$ cat src/rtl/hazard_pkg.sv
// Shared types and constants for the pipeline hazard controller.
// The MDU sequencer is only built when HAZARD_MDU_SEQ_EN is defined.
package hazard_pkg;

    typedef enum logic [1:0] {
        IDLE = 2'd0,
        BUSY = 2'd1,
        DONE = 2'd2
    } mdu_state_t;

    localparam logic MDU_OP_MULT = 1'b0;
    localparam logic MDU_OP_DIV  = 1'b1;

    // Wide enough for a reload value of DIV_CYCLES-1 with the default 32.
    localparam int CNT_W = 6;

    localparam logic [4:0] ZERO_REG = 5'd0;

endpackage

$ cat src/rtl/hazard_control_unit_mdu_sequencer.sv
// Multi-cycle multiply/divide occupancy tracker.
// Present only when HAZARD_MDU_SEQ_EN is defined; otherwise the top ties
// the MDU status outputs low and the MDU is treated as single-cycle.
//
// state | meaning
// ------+----------------------------------------------------------
// IDLE  | no MDU operation outstanding
// BUSY  | operation occupying the unit, cnt counts remaining cycles-1
// DONE  | HI/LO valid this cycle; a new start may reload immediately
`ifdef HAZARD_MDU_SEQ_EN
module mdu_sequencer
    import hazard_pkg::*;
#(
    parameter int MULT_CYCLES = 4,
    parameter int DIV_CYCLES  = 32
) (
    input  logic clk,
    input  logic reset_n,
    input  logic start,
    input  logic op,
    output logic busy,
    output logic done
);

    localparam logic [CNT_W-1:0] MULT_LOAD = CNT_W'(MULT_CYCLES - 1);
    localparam logic [CNT_W-1:0] DIV_LOAD  = CNT_W'(DIV_CYCLES - 1);

    mdu_state_t       state;
    mdu_state_t       state_next;
    logic [CNT_W-1:0] cnt;
    logic [CNT_W-1:0] cnt_next;
    logic [CNT_W-1:0] load_val;

    assign load_val = (op == MDU_OP_DIV) ? DIV_LOAD : MULT_LOAD;

    // State and counter registers, cleared asynchronously.
    always_ff @(posedge clk or negedge reset_n) begin
        if (!reset_n) begin
            state <= IDLE;
            cnt   <= '0;
        end else begin
            state <= state_next;
            cnt   <= cnt_next;
        end
    end

    // Next-state and counter update; a start seen in BUSY cannot happen.
    always_comb begin
        state_next = state;
        cnt_next   = cnt;
        case (state)
            IDLE: begin
                if (start) begin
                    state_next = BUSY;
                    cnt_next   = load_val;
                end
            end
            BUSY: begin
                if (cnt == '0) state_next = DONE;
                else           cnt_next   = cnt - 1'b1;
            end
            DONE: begin
                if (start) begin
                    state_next = BUSY;
                    cnt_next   = load_val;
                end else begin
                    state_next = IDLE;
                end
            end
            default: begin
                state_next = IDLE;
                cnt_next   = '0;
            end
        endcase
    end

    // Status outputs decode directly from the registered state.
    always_comb begin
        busy = (state == BUSY);
        done = (state == DONE);
    end

endmodule
`endif

$ cat src/rtl/hazard_control_unit.sv
// Pipeline hazard controller: load-use and HI/LO stalls, control-transfer
// flushes, and a wrap-around stall-cycle counter.
// Define HAZARD_MDU_SEQ_EN to build the multi-cycle MDU sequencer.
module hazard_control_unit
    import hazard_pkg::*;
#(
    parameter int MULT_CYCLES = 4,
    parameter int DIV_CYCLES  = 32
) (
    input  logic        clk,
    input  logic        reset_n,
    input  logic [4:0]  rs_ID,
    input  logic [4:0]  rt_ID,
    input  logic        MemRead_EX,
    input  logic [4:0]  RegWriteAddr_EX,
    input  logic        BranchTaken_ID,
    input  logic        Jump_ID,
    input  logic        MDUStart_EX,
    input  logic        MDUOp_EX,
    input  logic        MDUUse_ID,
    output logic        PCWrite,
    output logic        IFIDWrite,
    output logic        IFIDFlush,
    output logic        IDEXFlush,
    output logic        MDUBusy,
    output logic        MDUDone,
    output logic [31:0] StallCount
);

    logic        lu;
    logic        md;
    logic        stall;
    logic [31:0] stall_cnt;

    // Load-use: a load in EX feeding ID cannot be forwarded in time; r0 never hazards.
    always_comb begin
        lu = MemRead_EX && (RegWriteAddr_EX != ZERO_REG) &&
             ((RegWriteAddr_EX == rs_ID) || (RegWriteAddr_EX == rt_ID));
    end

`ifdef HAZARD_MDU_SEQ_EN
    mdu_sequencer #(
        .MULT_CYCLES (MULT_CYCLES),
        .DIV_CYCLES  (DIV_CYCLES)
    ) u_mdu_seq (
        .clk     (clk),
        .reset_n (reset_n),
        .start   (MDUStart_EX),
        .op      (MDUOp_EX),
        .busy    (MDUBusy),
        .done    (MDUDone)
    );

    // HI/LO consumers wait while the unit is busy or being started this cycle.
    always_comb begin
        md = MDUUse_ID && (MDUBusy || MDUStart_EX);
    end
`else
    logic unused_mdu;
    assign unused_mdu = ^{MDUStart_EX, MDUOp_EX, MDUUse_ID};
    assign MDUBusy    = 1'b0;
    assign MDUDone    = 1'b0;

    // Single-cycle MDU never stalls.
    always_comb begin
        md = 1'b0;
    end
`endif

    // Stall freezes PC and IF/ID and bubbles ID/EX; it wins over a flush so the
    // branch is re-evaluated once the stall clears.
    always_comb begin
        stall     = lu || md;
        PCWrite   = !stall;
        IFIDWrite = !stall;
        IDEXFlush = stall;
        IFIDFlush = !stall && (BranchTaken_ID || Jump_ID);
    end

    // Stall-cycle counter, wraps naturally at 32 bits.
    always_ff @(posedge clk or negedge reset_n) begin
        if (!reset_n)   stall_cnt <= '0;
        else if (stall) stall_cnt <= stall_cnt + 32'd1;
    end

    assign StallCount = stall_cnt;

endmodule
$ cat config.mk
export PLATFORM = sky130hd
export DESIGN_NAME = hazard_control_unit
export DESIGN_NICKNAME = d
export VERILOG_FILES = /design/src/rtl/hazard_pkg.sv /design/src/rtl/hazard_control_unit_mdu_sequencer.sv /design/src/rtl/hazard_control_unit.sv
export SDC_FILE = /design/constraint.sdc
export NUM_CORES = 1
export LEC_CHECK = 0
export ABC_AREA = 1
export CORE_MARGIN = 3
export CORE_UTILIZATION = 40
export CTS_CLUSTER_DIAMETER = 200
export DETAILED_ROUTE_END_ITERATION = 12
export DONT_BUFFER_PORTS = 1
export SKIP_CTS_REPAIR_TIMING = 1
export SYNTH_ARGS = -nofsm -noshare
export SYNTH_HDL_FRONTEND = slang
export SYNTH_SLANG_ARGS = --single-unit
export TNS_END_PERCENT = 50
$ cat constraint.sdc
create_clock -name clk -period 2.8 [get_ports clk]
set_clock_uncertainty 0.05 [all_clocks]
set_input_delay 0.7 -clock clk [delete_from_list [all_inputs] [get_ports clk]]
set_output_delay 0.7 -clock clk [all_outputs]
set_load 0.02 [all_outputs]
==> impl_results.md <==
* Initial antenna violation count at 0
* Hold Crit Class: in -> async
* GR Overflow Total at 0
* Family with the most delay on the worst path: simple AND/OR/NAND/NOR gates
* Max Slew Vio Count at 0
* Worst Setup Start Kind: primary input
* Count of cell types in the netlist at 23
* Final HPWL DP at 4.88 mm
* Die outline area at 0.00690 mm²
* WS Path Type: in -> out
* Initial Utilization at 42.1%
* Root Buffer: clkbuf_8
* Htree depth at 2
* Drt drc at 0
* Synth Instances at 378
* Core Area at 0.00564 mm²
* Crit. End Element: output port
* Leak Pwr at 1.20 nW
* Starting DRC count in detailed routing at 99
* Overall routing resource usage at 18.6%
* RSZ-0062 raised after global routing: no
* Critical Path AT at 1600 ps
* Vias in the first global route at 2121
* Mapped cell area at 0.00238 mm²
* Buf/Inv on CP at 1
* Sinks on Clock Net at 32
* Syn_area_per_cell at 6.29 µm²
* Fraction of layout cells with a size suffix above 1 at 6.53%
* Max reg flops at 32
* Final ANT Viol Nets at 0
* Critical path's slowest cell: a21oi_4
* First-pass GRT wire length at 10.3 mm
* Design Area, Final at 0.00251 mm²
* Cell count after placement at 447
* Yosys warning count at 0
* Required time of the critical path at 2050 ps
* Post-Route Utilization at 44.5%
* Max Root-Sink Buffers at 2
* # setup viols final at 0
* Max-Cap Viols at 0
* N_diodes at 0
* FF+latch count, synth at 32
* Area share of the largest cell type after synthesis at 33.7%
* Top cells by area, synth: dfrtp_1, nand2_1, nor2_1
* Worst-path fanout max at 4
* CTS Buf Count at 5
* Status: finished clean
* Worst path cell trace: inv_1, nand2_1, nand2_1, nor2_1, nand3_2, a21oi_4, nor2_1
* Yosys top cell by area: dfrtp_1
* Dpl cell area at 0.00242 mm²
* Vias at 2197
* Sum Neg Setup Slack at 0 ps
* Largest net degree at the start of global routing at 35
* Die Y at 83.1 µm
* Area growth from synthesis to layout at 5.69%
* Max Fclk at 426 MHz
* PwrDens at 430 mW/mm²
* Post-layout minimum cycle time at 2350 ps
* Avg Vias per Cell at 4.83
* Post-DR wirelength/cell at 13.6 µm
* TritonCTS clock tree: built
* Clock transition at the registers of the reported paths at 70 ps
* Die width at 83.1 µm
* IO Count at 61
* Fin crit share at 83.9%
* Port Buf Inserts at 0
* # rows at 27
* GPL Wtd Cong at 0.945
* Drt pass-1 iters at 4
* Clock latency on the worst-skew pair at 290 ps
* Seq/Total Area, Yosys at 33.7%
* Final wirelength at 6.18 mm
* Fin cells at 455
* Nets at 406
* Critical Path Max Stage Delay at 290 ps
* VDD IR max at 0.000227 V
* Final hold vios at 0
## power breakdown
part / switching (mW) / internal, mW / total [mW]
registers: 0.0592 / 0.487 / 0.546
logic: 0.102 / 0.0543 / 0.156
clock network: 0.177 / 0.201 / 0.378
total: 0.338 / 0.742 / 1.08
## metrics by stage
| stage | hold WS, ps | total power [mW] | setup WS, ps |
|---|---|---|---|
| 6_report | 48.3 | 1.08 | 450 |
| 5_1_grt | 34.5 | 1.13 | 343 |
| 4_1_cts | 43.1 | 1.09 | 426 |
| 3_5_place_dp | 356 | 0.713 | 423 |
| 3_3_place_gp | 356 | 0.708 | 439 |
| 2_1_floorplan | 354 | 0.674 | 465 |
## cell families (layout without fill, tap and decap cells)
logic type               count (synthesis)  after routing  share of synthesized area [%]
XOR/XNOR                                17             17                           6.27
other                                    1              2                          0.158
AO/OA/AOI/OAI                            6              6                           2.37
buffers and inverters                   36             40                           7.74
adder cells (fa/ha/maj)                  1              1                          0.527
AND/OR/NAND/NOR                        285            285                           49.2
flip-flops                              32             32                           33.7
## per-layer routing
metal / GRT usage, % / wire [µm] / up-vias
met2: 29.7 / 2700 / 65
met1: 23.8 / 2920 / 980
met3: 6.25 / 480 / 8
met4: 5.20 / 85 / 0
li1: - / - / 1144
met5: 0 / 0 / -
## cell usage after synthesis
library cell	number
conb_1	1
nor2_4	2
nor3_1	1
buf_4	3
dfrtp_1	32
nor2_2	1
a21oi_4	1
ha_1	1
o21ai_2	4
inv_1	26
nand2_1	196
nand4_1	2
nand3b_1	10
nand2_2	1
nand2_4	2
nor2_1	61
xnor2_1	5
xor2_1	12
inv_2	2
o21ai_1	1
nand3_1	7
buf_6	5
nand3_2	2
## cell type report
cell class                 count  area [µm²]
clock buffer                   8        90.1
sequential                    32         801
inverter                      28         105
fill                         631        3130
timing repair buffer           4        30.0
tap                           72        90.1
multi-input combinational    311        1400
## path summary, 6_finish.rpt
check	depth (start not counted)	to	slack, ps	start
min	0	StallCount[12]$_DFFE_PN0P_	50	reset_n
max reg2reg	10	StallCount[24]$_DFFE_PN0P_	780	StallCount[1]$_DFFE_PN0P_
max in group asynchronous	0	StallCount[28]$_DFFE_PN0P_	2560	reset_n
min reg2reg	3	StallCount[1]$_DFFE_PN0P_	600	StallCount[0]$_DFFE_PN0P_
min in group clk	3	StallCount[1]$_DFFE_PN0P_	600	StallCount[0]$_DFFE_PN0P_
max	7	IFIDFlush	450	RegWriteAddr_EX[2]
## layout by cell type (no fill, tap or decap), types with 4 or more instances in the layout
cell      count
buf_4         4
clkbuf_8      6
dfrtp_1      32
inv_1        26
nand2_1     196
nand3_1       7
nand3b_1     10
nor2_1       61
o21ai_2       4
xnor2_1       5
xor2_1       12
(Power assumes the default switching activity.)
